==> src/rtl/register_file.sv <==
// ============================================================================
// Module      : register_file
// Description : NUM_REGS x WIDTH register file with one write port, two
//               registered read ports and a shadow bank for snapshot/restore.
//               Optional macro REGFILE_BYPASS_EN enables read-during-write
//               forwarding on both read ports.
// Revision    : 1.0 - initial release
// ============================================================================
`default_nettype none

module register_file #(
    parameter  int WIDTH    = 8,
    parameter  int NUM_REGS = 4,
    localparam int ADDR_W   = $clog2(NUM_REGS)
) (
    input  logic              clk,
    input  logic              rst,
    input  logic              wr_en,
    input  logic [ADDR_W-1:0] wr_addr,
    input  logic [WIDTH-1:0]  wr_data,
    input  logic [ADDR_W-1:0] rd_addr_a,
    output logic [WIDTH-1:0]  rd_data_a,
    input  logic [ADDR_W-1:0] rd_addr_b,
    output logic [WIDTH-1:0]  rd_data_b,
    input  logic              snap,
    input  logic              restore
);

    logic [WIDTH-1:0]    r_regs   [NUM_REGS];
    logic [WIDTH-1:0]    r_shadow [NUM_REGS];
    logic [NUM_REGS-1:0] w_wr_hit;
    logic                w_wr_valid;
    logic [WIDTH-1:0]    w_rd_a;
    logic [WIDTH-1:0]    w_rd_b;

    // One-hot write decode; an out-of-range address matches no entry.
    generate
        for (genvar g = 0; g < NUM_REGS; g++) begin : g_wr_dec
            assign w_wr_hit[g] = wr_en && (wr_addr == ADDR_W'(g));
        end
    endgenerate

    assign w_wr_valid = |w_wr_hit;

    always_comb begin
        w_rd_a = '0;
        w_rd_b = '0;
        for (int i = 0; i < NUM_REGS; i++) begin
            if (rd_addr_a == ADDR_W'(i)) w_rd_a = r_regs[i];
            if (rd_addr_b == ADDR_W'(i)) w_rd_b = r_regs[i];
        end
`ifdef REGFILE_BYPASS_EN
        if (w_wr_valid && (rd_addr_a == wr_addr)) w_rd_a = wr_data;
        if (w_wr_valid && (rd_addr_b == wr_addr)) w_rd_b = wr_data;
`else
        if (w_wr_valid && 1'b0) w_rd_a = wr_data;
`endif
    end

    // Restore is applied before the write so a same-cycle write wins;
    // snap samples pre-edge main values, giving an atomic swap with restore.
    always_ff @(posedge clk) begin
        if (rst) begin
            for (int i = 0; i < NUM_REGS; i++) begin
                r_regs[i]   <= '0;
                r_shadow[i] <= '0;
            end
            rd_data_a <= '0;
            rd_data_b <= '0;
        end else begin
            for (int i = 0; i < NUM_REGS; i++) begin
                if (restore)     r_regs[i]   <= r_shadow[i];
                if (w_wr_hit[i]) r_regs[i]   <= wr_data;
                if (snap)        r_shadow[i] <= r_regs[i];
            end
            rd_data_a <= w_rd_a;
            rd_data_b <= w_rd_b;
        end
    end

endmodule

`default_nettype wire
==> config.mk <==
export PLATFORM = sky130hd
export DESIGN_NAME = register_file
export DESIGN_NICKNAME = d
export VERILOG_FILES = /design/src/rtl/register_file.sv
export SDC_FILE = /design/constraint.sdc
export NUM_CORES = 1
export LEC_CHECK = 0
export CORE_MARGIN = 2
export CORE_UTILIZATION = 35
export CTS_CLUSTER_DIAMETER = 150
export DETAILED_ROUTE_END_ITERATION = 8
export SETUP_SLACK_MARGIN = 0.5
export SLEW_MARGIN = 0
export SYNTH_ARGS = -nofsm -noshare
export SYNTH_HDL_FRONTEND = slang
export SYNTH_SLANG_ARGS = --single-unit
==> constraint.sdc <==
create_clock -name clk -period 2.85 [get_ports clk]
set_input_delay 0.57 -clock clk [delete_from_list [all_inputs] [get_ports clk]]
set_output_delay 0.57 -clock clk [all_outputs]
set_load 0.02 [all_outputs]
==> impl_metrics.csv, run 1 <==
group,metric,value,unit
run_status,outcome,"finished, final reports clean",
power,finalPower,2.59,mW
power,powerDensity,582,nW/um^2
critical_path,critPathLaunchType,"input pin",
job,maxCapViolations,0,
placement,port_buffers,34,
critical_path,cp-end-kind,"flip-flop",
die,die_h,107,um
die,dieArea,11500,um^2
power,power_frac_seq,0.535,
die,initial_core_util,0.362,
synthesis,postSynthCellCount,260,
sta,setup_tns,0,ns
critical_path,path_cells,"clkdlybuf4s50_1 -> or4b_4 -> nand2_1",
global_route,grt.total_usage,0.156,
global_route,use_met2,0.247,
critical_path,worst-setup-path-type,"in -> reg",
critical_path,required,2.87,ns
cts,cts_max_level,3,
cts,cts_hold_buf,0,
die,die_w,107,um
cts,path_clk_slew,0.09,ns
sta,rsz0062_at_grt,"false",
placement,gp_congestion,0.728,
route,wire_per_inst,19.5,um
synthesis,syn_nets,279,
final_layout,drive_gt1_frac,0.210,
route,routed_wl,8.49,mm
global_route,use_met3,0.0169,
cts,clk-insertion-delay-late,0.36,ns
sta,fmax,0.482,GHz
die,std_cell_rows,37,
global_route,gr-total-overflow,0,
critical_path,max_stage_delay,0.69,ns
route,ant_nets,0,
cts,cts_sinks,80,
cts,cts_tree,"built",
synthesis,ys_warn_count,0,
power,vdd.ir_drop.worst,0.000224,V
power,power_switching,602,uW
synthesis,ys_ff_latch,80,
cts,clock_path_buffers,2,
route,vias,2209,
synthesis,ys_seq_area_frac,0.600,
final_layout,nFillCells,948,
route,viasPerCell,5.07,
power,pwr-share-comb,0.103,
final_layout,antenna_cells,0,
power,p_leak,1.90,nW
sta,final_max_slew_viol_count,0,
cts,numCtsBuffers,9,
sta,min_period,2.07,ns
worst_hold_path,hold_class,"reg -> reg",
final_layout,layout_commonest_cell,"edfxtp_1",
sta,post-route-period-util,0.728,
sta,worstMarginPinSlew,0.838,ns
power,p_int,1.99,mW
sta,fin_worst_skew,0.0119,ns
placement,dpl.cell_count,420,
final_layout,syn_to_final_growth,19.3,%
critical_path,crit_fanout,9,
cts,cts-root-buf,"clkbuf_8",
die,core,10300,um^2
final_layout,final_cell_mix,"64 x edfxtp_1, 34 x clkdlybuf4s50_1, 32 x and3b_1, 32 x and2_1, 32 x mux2i_1",
global_route,grt_pass1_wl,13.2,mm
power,sw_frac_of_total,0.232,
final_layout,stdcell_count,436,
placement,dp.final_hpwl,5.71,mm
sta,final-hold-violation-count,0,
synthesis,syn-cell-area,3730,um^2
route,drc,0,
global_route,grt_use_met1,0.214,
placement,placed_area,4230,um^2
final_layout,finalNetCount,314,
critical_path,slowest_stage,"or4b_4",
route,first_iter_violations,140,
global_route,grt.busiest_layer,"met2",
route,drt_pass1_iterations,4,
global_route,grt_max_degree,33,
power,power_frac_clock,0.362,
global_route,antenna_found_initial,0,
final_layout,final_area,4460,um^2
sta,finalSetupViolations,0,
sta,maxSlewHeadroom,0.441,
synthesis,ys_types,19,
global_route,grt_pass1_vias,2263,
cts,cts_resized,0,
cts,postCtsSetupBuffers,0,
die,io_pins,35,
critical_path,cp.arrival,2.09,ns
synthesis,syn_area_per_cell,14.4,um^2
sta,holdWs,0.593,ns
[critical path, delay by kind of cell]
kind          cells  cell delay (ns)
buf+inv           1             0.48
simple gates      2             1.03
[metal layers]
metal  routed length, um  share of wire
met5                   0              0
met1                3950           0.47
met2                4060           0.48
met3                 342          0.040
met4                 135          0.016
[synthesized netlist by cell type]
master,count,area share
o22ai_1,16,0.027
mux2i_1,32,0.086
edfxtp_1,64,0.51
nand2_1,4,0.0040
nor2b_1,1,0.0017
and2_1,32,0.054
or4b_4,1,0.0037
buf_6,1,0.0030
nor2_1,1,0.0010
dfxtp_1,16,0.086
clkbuf_1,14,0.014
buf_2,6,0.0080
nand4b_2,1,0.0040
mux2_4,8,0.032
nand4bb_1,2,0.0060
or2_2,3,0.0050
nand2b_1,2,0.0033
mux2_2,24,0.072
and3b_1,32,0.075
[cell type report]
class / instances / area (um^2) / area share
clock buffer: 11 / 141 / 0.0317
multi-input combinational: 159 / 1400 / 0.314
tap: 136 / 170 / 0.0382
clock inverter: 5 / 80.1 / 0.0180
timing repair buffer: 45 / 423 / 0.0949
sequential: 80 / 2240 / 0.503
[sequential cells by signal, summed over array words and instances (netlist names)]
register   count
r_shadow      32
rd_data_a      8
rd_data_b      8
r_regs        32
[worst paths after layout]
check | from | endpoint | slack, ns | depth (start not counted)
min | r_regs[0][4]$_SDFFCE_PN0P_ | r_shadow[0][4]$_SDFFCE_PN0P_ | 0.59 | 1
max reg2reg | r_shadow[3][6]$_SDFFCE_PN0P_ | r_regs[3][6]$_DFFE_PP_ | 1.75 | 2
min reg2reg | r_regs[0][4]$_SDFFCE_PN0P_ | r_shadow[0][4]$_SDFFCE_PN0P_ | 0.59 | 1
max | wr_addr[0] | r_regs[0][7]$_SDFFCE_PN0P_ | 0.78 | 3
[power by group through the flow]
stage	clock [mW]	sequential (mW)	combinational, mW
after floorplan	0	1.41	0.138
after global placement	0	1.41	0.266
after detailed placement	0	1.41	0.267
after CTS	0.945	1.39	0.268
after global routing	1.00	1.40	0.285
final	0.939	1.39	0.266
[through the flow]
step | utilization | setup slack (ns)
6_report | 0.432 | 0.776
5_1_grt | 0.432 | 0.727
4_1_cts | 0.432 | 0.762
3_5_place_dp | 0.410 | 0.398
3_3_place_gp | 0.410 | 0.413
2_1_floorplan | - | 1.06
[logic make-up after synthesis]
logic type,share of synthesized area
DFF,0.600
buffers and inverters,0.0251
and+or+nand+nor,0.157
AOI/OAI and AO/OA,0.0268
muxes,0.190
(Power assumes the default switching activity.)
==> inputs of run 2 (changes only) <==
==> constraint.sdc (replaced) <==
create_clock -name clk -period 2.1 [get_ports clk]
set_input_delay 0.42 -clock clk [delete_from_list [all_inputs] [get_ports clk]]
set_output_delay 0.42 -clock clk [all_outputs]
set_load 0.02 [all_outputs]
==> run 2 against run 1 <==
Effect of this change: die area stayed put; clock power increased by 18%; sequential share of layout area is 1.5 points lower; routed wire length rose by 7.0%; utilization up 1.4 points; final area is 3.1% higher; clock skew about the same; final cell count grew 3.2%; largest power group unchanged.
==> impl_metrics.csv, run 2 (synthesis gave the netlist of run 1 again) <==
group,metric,value,unit
power,pwr-share-comb,0.117,
final_layout,stdcell_count,450,
final_layout,final_core_util,0.445,
global_route,grt_pass1_wl,14.0,mm
sta,post-route-period-util,0.741,
final_layout,final_area,4600,um^2
cts,path_clk_slew,0.08,ns
sta,fin_worst_skew,0.0121,ns
final_layout,final_cell_mix,"64 x edfxtp_1, 32 x and3b_1, 32 x and2_1, 32 x mux2i_1, 24 x mux2_2",
critical_path,worst-setup-path-type,"in -> reg",
cts,cts_max_level,3,
sta,worstMarginPinSlew,0.322,ns
critical_path,path_cells,"dlygate4sd2_1 -> or4b_4 -> mux2_4",
sta,rsz0062_at_grt,"false",
route,viasPerCell,5.24,
critical_path,critPathLaunchType,"input pin",
job,maxCapViolations,0,
power,p_int,2.56,mW
route,drt_pass1_iterations,4,
worst_hold_path,hold_class,"reg -> reg",
critical_path,slowest_stage,"or4b_4",
route,first_iter_violations,199,
die,dieArea,11500,um^2
placement,gp_congestion,0.748,
global_route,grt_pass1_vias,2381,
die,core,10300,um^2
power,power_frac_clock,0.328,
final_layout,layout_top_registers,"r_regs x32, r_shadow x32",
final_layout,finalNetCount,328,
placement,port_buffers,34,
final_layout,drive_gt1_frac,0.242,
global_route,grt_max_degree,34,
route,wire_per_inst,20.2,um
power,sw_frac_of_total,0.242,
power,power_frac_seq,0.556,
final_layout,syn_to_final_growth,23.0,%
route,routed_wl,9.09,mm
run_status,outcome,"finished, final reports clean",
critical_path,required,2.21,ns
die,io_pins,35,
final_layout,nFillCells,924,
route,vias,2358,
sta,fmax,0.642,GHz
worst_hold_path,hold_depth,2,
route,drc,0,
global_route,grt.total_usage,0.167,
power,powerDensity,735,nW/um^2
route,ant_nets,0,
sta,final_max_slew_viol_count,0,
sta,maxSlewHeadroom,0.785,
cts,clk-insertion-delay-late,0.36,ns
critical_path,rr_worst_depth,2,
sta,finalSetupViolations,0,
die,initial_core_util,0.362,
worst_hold_path,hold_start,"r_regs[2][6]$_SDFFCE_PN0P_",
final_layout,layout_commonest_cell,"edfxtp_1",
cts,numCtsBuffers,9,
die,std_cell_rows,37,
die,die_h,107,um
critical_path,max_stage_delay,0.64,ns
critical_path,cp.arrival,1.67,ns
cts,cts-root-buf,"clkbuf_8",
cts,postCtsSetupBuffers,0,
worst_hold_path,holdPathEnd,"rd_data_b[6]$_SDFF_PP0_",
critical_path,crit_fanout,5,
sta,final-hold-violation-count,0,
global_route,antenna_found_initial,0,
placement,dp.final_hpwl,5.58,mm
cts,cts_tree,"built",
placement,placed_area,4420,um^2
critical_path,rr_startpoint,"r_shadow[1][2]$_SDFFCE_PN0P_",
power,vdd.ir_drop.worst,0.000263,V
critical_path,r2r_end,"r_regs[1][2]$_SDFFCE_PN0P_",
critical_path,cp-end-kind,"flip-flop",
power,power_switching,819,uW
global_route,gr-total-overflow,0,
sta,min_period,1.56,ns
critical_path,startpoint,"wr_addr[1]",
die,die_w,107,um
power,p_leak,2.06,nW
cts,cts_sinks,80,
cts,clock_path_buffers,2,
critical_path,rrSetupSlack,1.03,ns
final_layout,antenna_cells,0,
placement,dpl.cell_count,433,
## run 2: cell types whose count changed in the layout (fill, tap and decap cells not counted)
cell | before | now
buf_12 | 0 | 7
buf_4 | 11 | 17
bufinv_16 | 2 | 1
clkbuf_8 | 10 | 9
clkdlybuf4s50_1 | 34 | 14
clkinv_1 | 0 | 1
clkinv_2 | 1 | 2
clkinv_4 | 0 | 1
clkinvlp_4 | 2 | 1
dlygate4sd2_1 | 0 | 20
or4b_4 | 1 | 2
## run 2: stage by stage
stage | hold WS, ns | worst slack [ns] | setup TNS [ns] | power [mW]
6_report | 0.597 | 0.543 | 0 | 3.38
5_1_grt | 0.619 | 0.524 | 0 | 3.51
4_1_cts | 0.592 | 0.540 | 0 | 3.40
3_5_place_dp | 0.572 | -0.0227 | -0.137 | 2.32
3_3_place_gp | 0.555 | 0.00830 | 0 | 2.31
2_1_floorplan | 0.520 | 0.462 | 0 | 2.11
## run 2: worst max-delay path by stage
stage	cells after the start	to
final	3	r_regs[0][5]$_SDFFCE_PN0P_
after floorplan	3	r_regs[0][0]$_SDFFCE_PN0P_
after global placement	3	r_regs[0][4]$_SDFFCE_PN0P_
after global routing	6	r_regs[2][5]$_SDFFCE_PN0P_
after detailed placement	3	r_regs[0][4]$_SDFFCE_PN0P_
after CTS	3	r_regs[0][5]$_SDFFCE_PN0P_
## run 2: final cells by class
class | instances | area, um^2 | area share
tap | 136 | 170 | 0.0370
clock buffer | 10 | 128 | 0.0278
timing repair buffer | 58 | 583 | 0.127
sequential | 80 | 2240 | 0.488
clock inverter | 6 | 60.1 | 0.0131
multi-input combinational | 160 | 1410 | 0.307
## run 2: layer usage
metal | vias to the layer above | wire length [um] | GRT usage
li1 | 1069 | - | -
met1 | 1216 | 4050 | 0.221
met2 | 58 | 4440 | 0.274
met3 | 15 | 399 | 0.0272
met4 | 0 | 196 | 0.0622
met5 | - | 0 | 0
## run 2: critical path: cells and delay by family
kind | cells | cell delay (ns)
and+or+nand+nor | 1 | 0.64
buffers and inverters | 1 | 0.28
muxes | 1 | 0.33
## run 2: timing repair
action	CTS	global route
gates resized for setup	21	0
hold buffers	0	0
setup endpoints to repair	102	0
## run 2: power by group through the flow
stage | combinational [mW] | clock (mW) | sequential, mW
final | 0.393 | 1.11 | 1.88
after global routing | 0.420 | 1.20 | 1.89
after CTS | 0.396 | 1.12 | 1.88
after detailed placement | 0.407 | 0 | 1.91
after global placement | 0.404 | 0 | 1.91
after floorplan | 0.188 | 0 | 1.92
